## src/rtl/uart_rx_param.sv

```systemverilog
// uart_rx_param -- parametrised UART receiver.
//
// Receives asynchronous serial frames of the form
//   start(0) | DATA_BITS data bits, LSB first | optional parity | STOP_BITS stop bits
// and presents each word on a valid/ready output handshake. Each bit is
// decided by a 3-sample majority vote around mid-bit. Parity and framing
// errors travel with the word they belong to. A word that completes while
// the previous one is still unaccepted is dropped and reported on
// overrun_error.
//
// Parameters:
//   CLK_RATE   system clock frequency in Hz
//   BAUD_RATE  line rate in bit/s
//   DATA_BITS  data bits per frame (5..9)
//   PARITY     0 = none, 1 = odd, 2 = even
//   STOP_BITS  stop bits per frame (1 or 2)
//
// Ports:
//   clk             system clock, rising edge
//   reset_n         synchronous active-low reset
//   rx              asynchronous serial input, idle high
//   data            received word, stable while data_val=1
//   data_val        word available
//   ready           consumer accepts the word when data_val & ready
//   parity_error    parity mismatch for the presented word
//   frame_error     a stop bit was sampled low for the presented word
//   overrun_error   one-cycle pulse when a completed word is dropped
//   baud_rate_error constant 1 when there are fewer than 4 clocks per bit

module uart_rx_param #(
    parameter int CLK_RATE  = 50000000,
    parameter int BAUD_RATE = 115200,
    parameter int DATA_BITS = 8,
    parameter int PARITY    = 0,
    parameter int STOP_BITS = 1
) (
    input  logic                 clk,
    input  logic                 reset_n,
    input  logic                 rx,
    output logic [DATA_BITS-1:0] data,
    output logic                 data_val,
    input  logic                 ready,
    output logic                 parity_error,
    output logic                 frame_error,
    output logic                 overrun_error,
    output logic                 baud_rate_error
);

    localparam int CLKS_PER_BAUD      = CLK_RATE / BAUD_RATE;
    localparam int HALF_CLKS_PER_BAUD = CLKS_PER_BAUD / 2;
    localparam int CNT_W = (CLKS_PER_BAUD > 1) ? $clog2(CLKS_PER_BAUD) : 1;
    localparam int BIT_W = $clog2(DATA_BITS + 1);

    // Counter values of interest within one bit period.
    localparam logic [CNT_W-1:0] CNT_LAST = CNT_W'(CLKS_PER_BAUD - 1);
    localparam logic [CNT_W-1:0] CNT_S0   = CNT_W'(HALF_CLKS_PER_BAUD - 1);
    localparam logic [CNT_W-1:0] CNT_S1   = CNT_W'(HALF_CLKS_PER_BAUD);
    localparam logic [CNT_W-1:0] CNT_VOTE = CNT_W'(HALF_CLKS_PER_BAUD + 1);
    localparam logic [BIT_W-1:0] BIT_LAST = BIT_W'(DATA_BITS - 1);

    localparam logic PAR_EN    = (PARITY != 0);
    localparam logic PAR_ODD   = (PARITY == 1);
    localparam logic STOP_LAST = (STOP_BITS == 2);

    typedef enum logic [2:0] {
        ST_IDLE,
        ST_START,
        ST_DATA,
        ST_PARITY,
        ST_STOP,
        ST_DELIVER,
        ST_BREAK
    } state_t;

    // Input synchroniser plus one extra stage for falling-edge detection.
    logic rx_meta_reg;
    logic rxs_reg;
    logic rxs_prev_reg;

    state_t               state_reg,    state_next;
    logic [CNT_W-1:0]     cnt_reg,      cnt_next;
    logic [BIT_W-1:0]     bit_cnt_reg,  bit_cnt_next;
    logic                 stop_cnt_reg, stop_cnt_next;
    logic [DATA_BITS-1:0] shift_reg,    shift_next;
    logic [1:0]           samp_reg,     samp_next;
    logic                 perr_reg,     perr_next;
    logic                 ferr_reg,     ferr_next;

    logic [DATA_BITS-1:0] data_reg;
    logic                 data_val_reg;
    logic                 parity_error_reg;
    logic                 frame_error_reg;
    logic                 overrun_reg;

    logic vote;
    logic at_vote;
    logic at_last;

    // ------------------------------------------------------------------
    // Synchroniser
    // ------------------------------------------------------------------
    always_ff @(posedge clk) begin
        if (!reset_n) begin
            rx_meta_reg  <= 1'b1;
            rxs_reg      <= 1'b1;
            rxs_prev_reg <= 1'b1;
        end else begin
            rx_meta_reg  <= rx;
            rxs_reg      <= rx_meta_reg;
            rxs_prev_reg <= rxs_reg;
        end
    end

    // Majority of the samples taken at mid-1 and mid with the live value
    // at mid+1, so a single-clock disturbance near mid-bit is rejected.
    assign vote    = (samp_reg[0] & samp_reg[1]) |
                     (samp_reg[0] & rxs_reg)     |
                     (samp_reg[1] & rxs_reg);
    assign at_vote = (cnt_reg == CNT_VOTE);
    assign at_last = (cnt_reg == CNT_LAST);

    // ------------------------------------------------------------------
    // Receive FSM: state register
    // ------------------------------------------------------------------
    always_ff @(posedge clk) begin
        if (!reset_n) begin
            state_reg    <= ST_IDLE;
            cnt_reg      <= '0;
            bit_cnt_reg  <= '0;
            stop_cnt_reg <= 1'b0;
            shift_reg    <= '0;
            samp_reg     <= 2'b11;
            perr_reg     <= 1'b0;
            ferr_reg     <= 1'b0;
        end else begin
            state_reg    <= state_next;
            cnt_reg      <= cnt_next;
            bit_cnt_reg  <= bit_cnt_next;
            stop_cnt_reg <= stop_cnt_next;
            shift_reg    <= shift_next;
            samp_reg     <= samp_next;
            perr_reg     <= perr_next;
            ferr_reg     <= ferr_next;
        end
    end

    // ------------------------------------------------------------------
    // Receive FSM: next state and datapath
    // ------------------------------------------------------------------
    always_comb begin
        state_next    = state_reg;
        cnt_next      = cnt_reg + CNT_W'(1);
        bit_cnt_next  = bit_cnt_reg;
        stop_cnt_next = stop_cnt_reg;
        shift_next    = shift_reg;
        samp_next     = samp_reg;
        perr_next     = perr_reg;
        ferr_next     = ferr_reg;

        if (cnt_reg == CNT_S0) begin
            samp_next[0] = rxs_reg;
        end
        if (cnt_reg == CNT_S1) begin
            samp_next[1] = rxs_reg;
        end

        case (state_reg)
            ST_IDLE: begin
                cnt_next = '0;
                if (rxs_prev_reg && !rxs_reg) begin
                    state_next = ST_START;
                    perr_next  = 1'b0;
                    ferr_next  = 1'b0;
                end
            end

            ST_START: begin
                if (at_vote && vote) begin
                    // Start bit did not hold low through mid-bit: a glitch.
                    state_next = ST_IDLE;
                    cnt_next   = '0;
                end else if (at_last) begin
                    state_next   = ST_DATA;
                    cnt_next     = '0;
                    bit_cnt_next = '0;
                end
            end

            ST_DATA: begin
                if (at_vote) begin
                    // LSB arrives first, so shift in at the top.
                    shift_next = {vote, shift_reg[DATA_BITS-1:1]};
                end
                if (at_last) begin
                    cnt_next = '0;
                    if (bit_cnt_reg == BIT_LAST) begin
                        state_next    = PAR_EN ? ST_PARITY : ST_STOP;
                        stop_cnt_next = 1'b0;
                    end else begin
                        bit_cnt_next = bit_cnt_reg + BIT_W'(1);
                    end
                end
            end

            ST_PARITY: begin
                if (at_vote) begin
                    // XOR over data and parity is 1 for odd, 0 for even.
                    perr_next = (((^shift_reg) ^ vote) != PAR_ODD);
                end
                if (at_last) begin
                    state_next    = ST_STOP;
                    cnt_next      = '0;
                    stop_cnt_next = 1'b0;
                end
            end

            ST_STOP: begin
                if (at_vote) begin
                    ferr_next = ferr_reg | ~vote;
                end
                // The last stop bit is not waited out: delivering at its
                // vote leaves half a bit to rearm for the next start edge.
                if (at_vote && (stop_cnt_reg == STOP_LAST)) begin
                    state_next = ST_DELIVER;
                    cnt_next   = '0;
                end else if (at_last) begin
                    cnt_next      = '0;
                    stop_cnt_next = 1'b1;
                end
            end

            ST_DELIVER: begin
                cnt_next   = '0;
                state_next = ferr_reg ? ST_BREAK : ST_IDLE;
            end

            ST_BREAK: begin
                // A line held low after a framing error must go high
                // before another start bit is accepted.
                cnt_next = '0;
                if (rxs_reg) begin
                    state_next = ST_IDLE;
                end
            end

            default: begin
                state_next = ST_IDLE;
                cnt_next   = '0;
            end
        endcase
    end

    // ------------------------------------------------------------------
    // Output holding register and handshake
    // ------------------------------------------------------------------
    always_ff @(posedge clk) begin
        if (!reset_n) begin
            data_reg         <= '0;
            data_val_reg     <= 1'b0;
            parity_error_reg <= 1'b0;
            frame_error_reg  <= 1'b0;
            overrun_reg      <= 1'b0;
        end else begin
            overrun_reg <= 1'b0;
            if (state_reg == ST_DELIVER) begin
                if (!data_val_reg || ready) begin
                    // Free slot, or the held word leaves this same edge:
                    // the reload wins and data_val stays high.
                    data_reg         <= shift_reg;
                    parity_error_reg <= perr_reg;
                    frame_error_reg  <= ferr_reg;
                    data_val_reg     <= 1'b1;
                end else begin
                    overrun_reg <= 1'b1;
                end
            end else if (data_val_reg && ready) begin
                data_val_reg     <= 1'b0;
                parity_error_reg <= 1'b0;
                frame_error_reg  <= 1'b0;
            end
        end
    end

    assign data            = data_reg;
    assign data_val        = data_val_reg;
    assign parity_error    = parity_error_reg;
    assign frame_error     = frame_error_reg;
    assign overrun_error   = overrun_reg;
    assign baud_rate_error = (CLKS_PER_BAUD < 4);

endmodule

```

## config.mk

```make
export PLATFORM = sky130hd
export DESIGN_NAME = uart_rx_param
export DESIGN_NICKNAME = d
export VERILOG_FILES = /design/src/rtl/uart_rx_param.sv
export SDC_FILE = /design/constraint.sdc
export NUM_CORES = 1
export LEC_CHECK = 0
export CAP_MARGIN = 0
export CORE_MARGIN = 2
export CORE_UTILIZATION = 57
export CTS_CLUSTER_DIAMETER = 30
export CTS_CLUSTER_SIZE = 30
export DETAILED_ROUTE_END_ITERATION = 7
export PLACE_DENSITY = 0.79
export SLEW_MARGIN = 40
export SYNTH_ARGS = -nofsm -noshare
export SYNTH_HDL_FRONTEND = slang
export SYNTH_SLANG_ARGS = --single-unit
```

## constraint.sdc

```tcl
create_clock -name clk -period 2.3 [get_ports clk]
set_clock_uncertainty 0.05 [all_clocks]
set_input_delay 0.69 -clock clk [delete_from_list [all_inputs] [get_ports clk]]
set_output_delay 0.69 -clock clk [all_outputs]
set_load 0.02 [all_outputs]
```

==> flow_summary.ini <==
[critical_path]
critPathSlowestCell = clkdlybuf4s50_1
crit_family = buffers and inverters
critPathMaxStageDelay_ns = 0.61
worstPathCellList = clkdlybuf4s50_1
r2r_cells = 7
r2r_start = cnt_reg[0]
critPathRequiredTime_ns = 1.56
critPathKind = reg -> out
cp-startpoint = data_val
critPathCapture = data_val
critPathCaptureType = output port
crit_buf_inv = 1
r2r_slack_ns = 0.34
crit_fanout = 3
start_kind = flip-flop
r2r_end = cnt_reg[2]
crit_cells = 1
crit_arrival_ns = 1.34

[grt]
grt_first_pass_wirelength_mm = 6.29
grt_overflow = 0
met3_usage_pct = 4.23
grt-busiest-layer = met2
grt_use_total_pct = 19.6
grt_max_degree = 17
grt_util_met2_pct = 29.4
antenna_found_initial = 0
first_global_vias = 1409
grt_util_met1_pct = 26.8

[logic_synthesis]
synth_top_flop_cell = dfxtp_1
syn_nets = 233
synth_edf_count = 0
yosysWarnings = 0
synthArstFlopShare_pct = 0
synth-seq-area-share_pct = 43.2
synth_seq_cells = 44
synthCells = 224
netlist_area_um2 = 2040
synth_cell_types = 48
postSynthAreaPerCell_um2 = 9.11

[final_layout]
nNetsFinal = 252
areaGrowthSynthToFinish_pct = 12.9
fin_util_pct = 68.0
diodes = 0
final_common_cell = dfxtp_1
largest_register_ffs = 9
final_layout_size_suffix_gt1_share_pct = 8.20
fin_cells = 290
fillers = 278
final_cell_mix = dfxtp_1 (44), nor2_1 (36), mux2i_1 (18)

[routing]
first_pass_iters = 4
via_per_inst = 5.39
routed_wl_mm = 3.58
drt-initial-drc-count = 109
wire_per_inst_um = 12.4
drc = 0
vias = 1562
drtAntennaViolNets = 0

[timing]
min_period_over_period_pct = 90.3
period_minus_slack_ns = 2.08
rsz0062_at_grt = no
finalHoldViolations = 0
fin_ws_ns = 0.224
fmax_ghz = 0.482
setup_viol = 0
setup_tns_ns = 0
final-max-slew-violation-count = 0

[power]
seq_power_share_pct = 55.7
switchingPower_uw = 492
p_per_area_nw_per_um2 = 663
internal_power_uw = 1040
clkPwrFrac_pct = 24.4
combPwrFrac_pct = 19.9
power_leakage_uw = 0.000863
swShare_pct = 32.2
fin_total_pwr_uw = 1530
vdd_drop_max_mv = 0.433

[clock_tree]
cts.sinks = 44
clk_pin_slew_worst_paths_ns = 0.12
cts.repair.resized = 0
postCtsSetupBuffers = 0
clockRootBuffer = clkbuf_4
cts_tree = built
cts-buffers-inserted = 5
postCtsHoldBufs = 0
clock_latency_ns = 0.37
cts.path.max_buffers = 2
ctsHtreeMaxLevel = 2

[die]
die_h_um = 63.8
die_x_um = 63.8
core_area_um2 = 3390
dieArea_um2 = 4070
io_pins = 17
rows = 21
initial_core_util_pct = 60.2

[place]
dp_cells = 282
port_buffers = 15
gp_congestion = 0.872
place_ws_ns = 0.200
place_hpwl_mm = 2.60

[outcome]
status = complete, no violations

[worst_hold_path]
hold_path_class = reg -> reg

[job]
max_cap_viol_count = 0
final cells by class:
class,instances,area (um2),area share [%]
Clock buffer,5,37.5,1.63
Clock inverter,3,18.8,0.815
Inverter,6,22.5,0.978
Multi-Input combinational cell,165,1090,47.4
Sequential cell,44,881,38.2
Tap cell,46,57.6,2.50
Timing Repair Buffer,21,195,8.47
per-layer routing:
metal,vias to the layer above,routed length (um),share of wire [%]
met3,8,127,3.5
met5,-,0,0
met2,21,1550,43
li1,806,-,-
met1,727,1840,51
met4,0,71,2.0
how the worst min path moves through the flow:
| stage | start | end | slack, ns | depth (start not counted) |
|---|---|---|---|---|
| detailed placement | rx_meta_reg | rxs_reg | 0.36 | 1 |
| global placement | rx_meta_reg | rxs_reg | 0.34 | 1 |
| global route | rx_meta_reg | rxs_reg | 0.41 | 1 |
| CTS | rx_meta_reg | rxs_reg | 0.39 | 1 |
| floorplan | rx_meta_reg | rxs_reg | 0.34 | 1 |
| finish | rx_meta_reg | rxs_reg | 0.38 | 1 |
power groups by stage:
stage,Combinational (uW),Clock (uW),Sequential (uW)
after detailed placement,297,0,866
after floorplan,279,0,823
final,303,373,850
after CTS,300,378,848
after global routing,332,409,858
after global placement,295,0,866
cells in the mapped netlist, types with 2 or more instances:
cell type	instances	share of area, %
and3_1	3	0.92
a22oi_1	2	0.74
nor2b_1	6	1.8
or3_1	2	0.61
a21oi_1	5	1.2
buf_2	4	0.98
mux2i_1	18	8.8
o21ai_0	7	1.7
dfxtp_1	44	43
nor4_1	2	0.61
clkbuf_1	3	0.55
xnor2_1	11	4.7
a31oi_1	2	0.61
nor2_1	36	6.6
inv_1	6	1.1
o211ai_1	2	0.74
nor3b_2	2	1.2
nor3_1	2	0.49
nand2_1	16	2.9
xor2_1	2	0.86
nand2b_1	7	2.1
and2_1	2	0.61
nand3_1	8	2.0
nand3b_1	3	1.1
buf_4	2	0.74
ha_1	5	3.1
kinds of logic after synthesis:
| family | Yosys count | share of synthesized area [%] |
|---|---|---|
| xor gates and xnor gates | 14 | 6.68 |
| AOI/OAI and AO/OA | 30 | 10.1 |
| other | 1 | 0.184 |
| adders and majority gates | 6 | 3.62 |
| muxes | 18 | 8.83 |
| and+or+nand+nor | 96 | 24.0 |
| DFF | 44 | 43.2 |
| buffers and inverters | 15 | 3.37 |
stage by stage:
step / area [um2] / hold slack, ns
final: 2300 / 0.382
after global routing: 2300 / 0.412
after CTS: 2300 / 0.387
after detailed placement: 2250 / 0.356
after global placement: 2250 / 0.342
after floorplan: 2040 / 0.336
(Power assumes the default switching activity.)
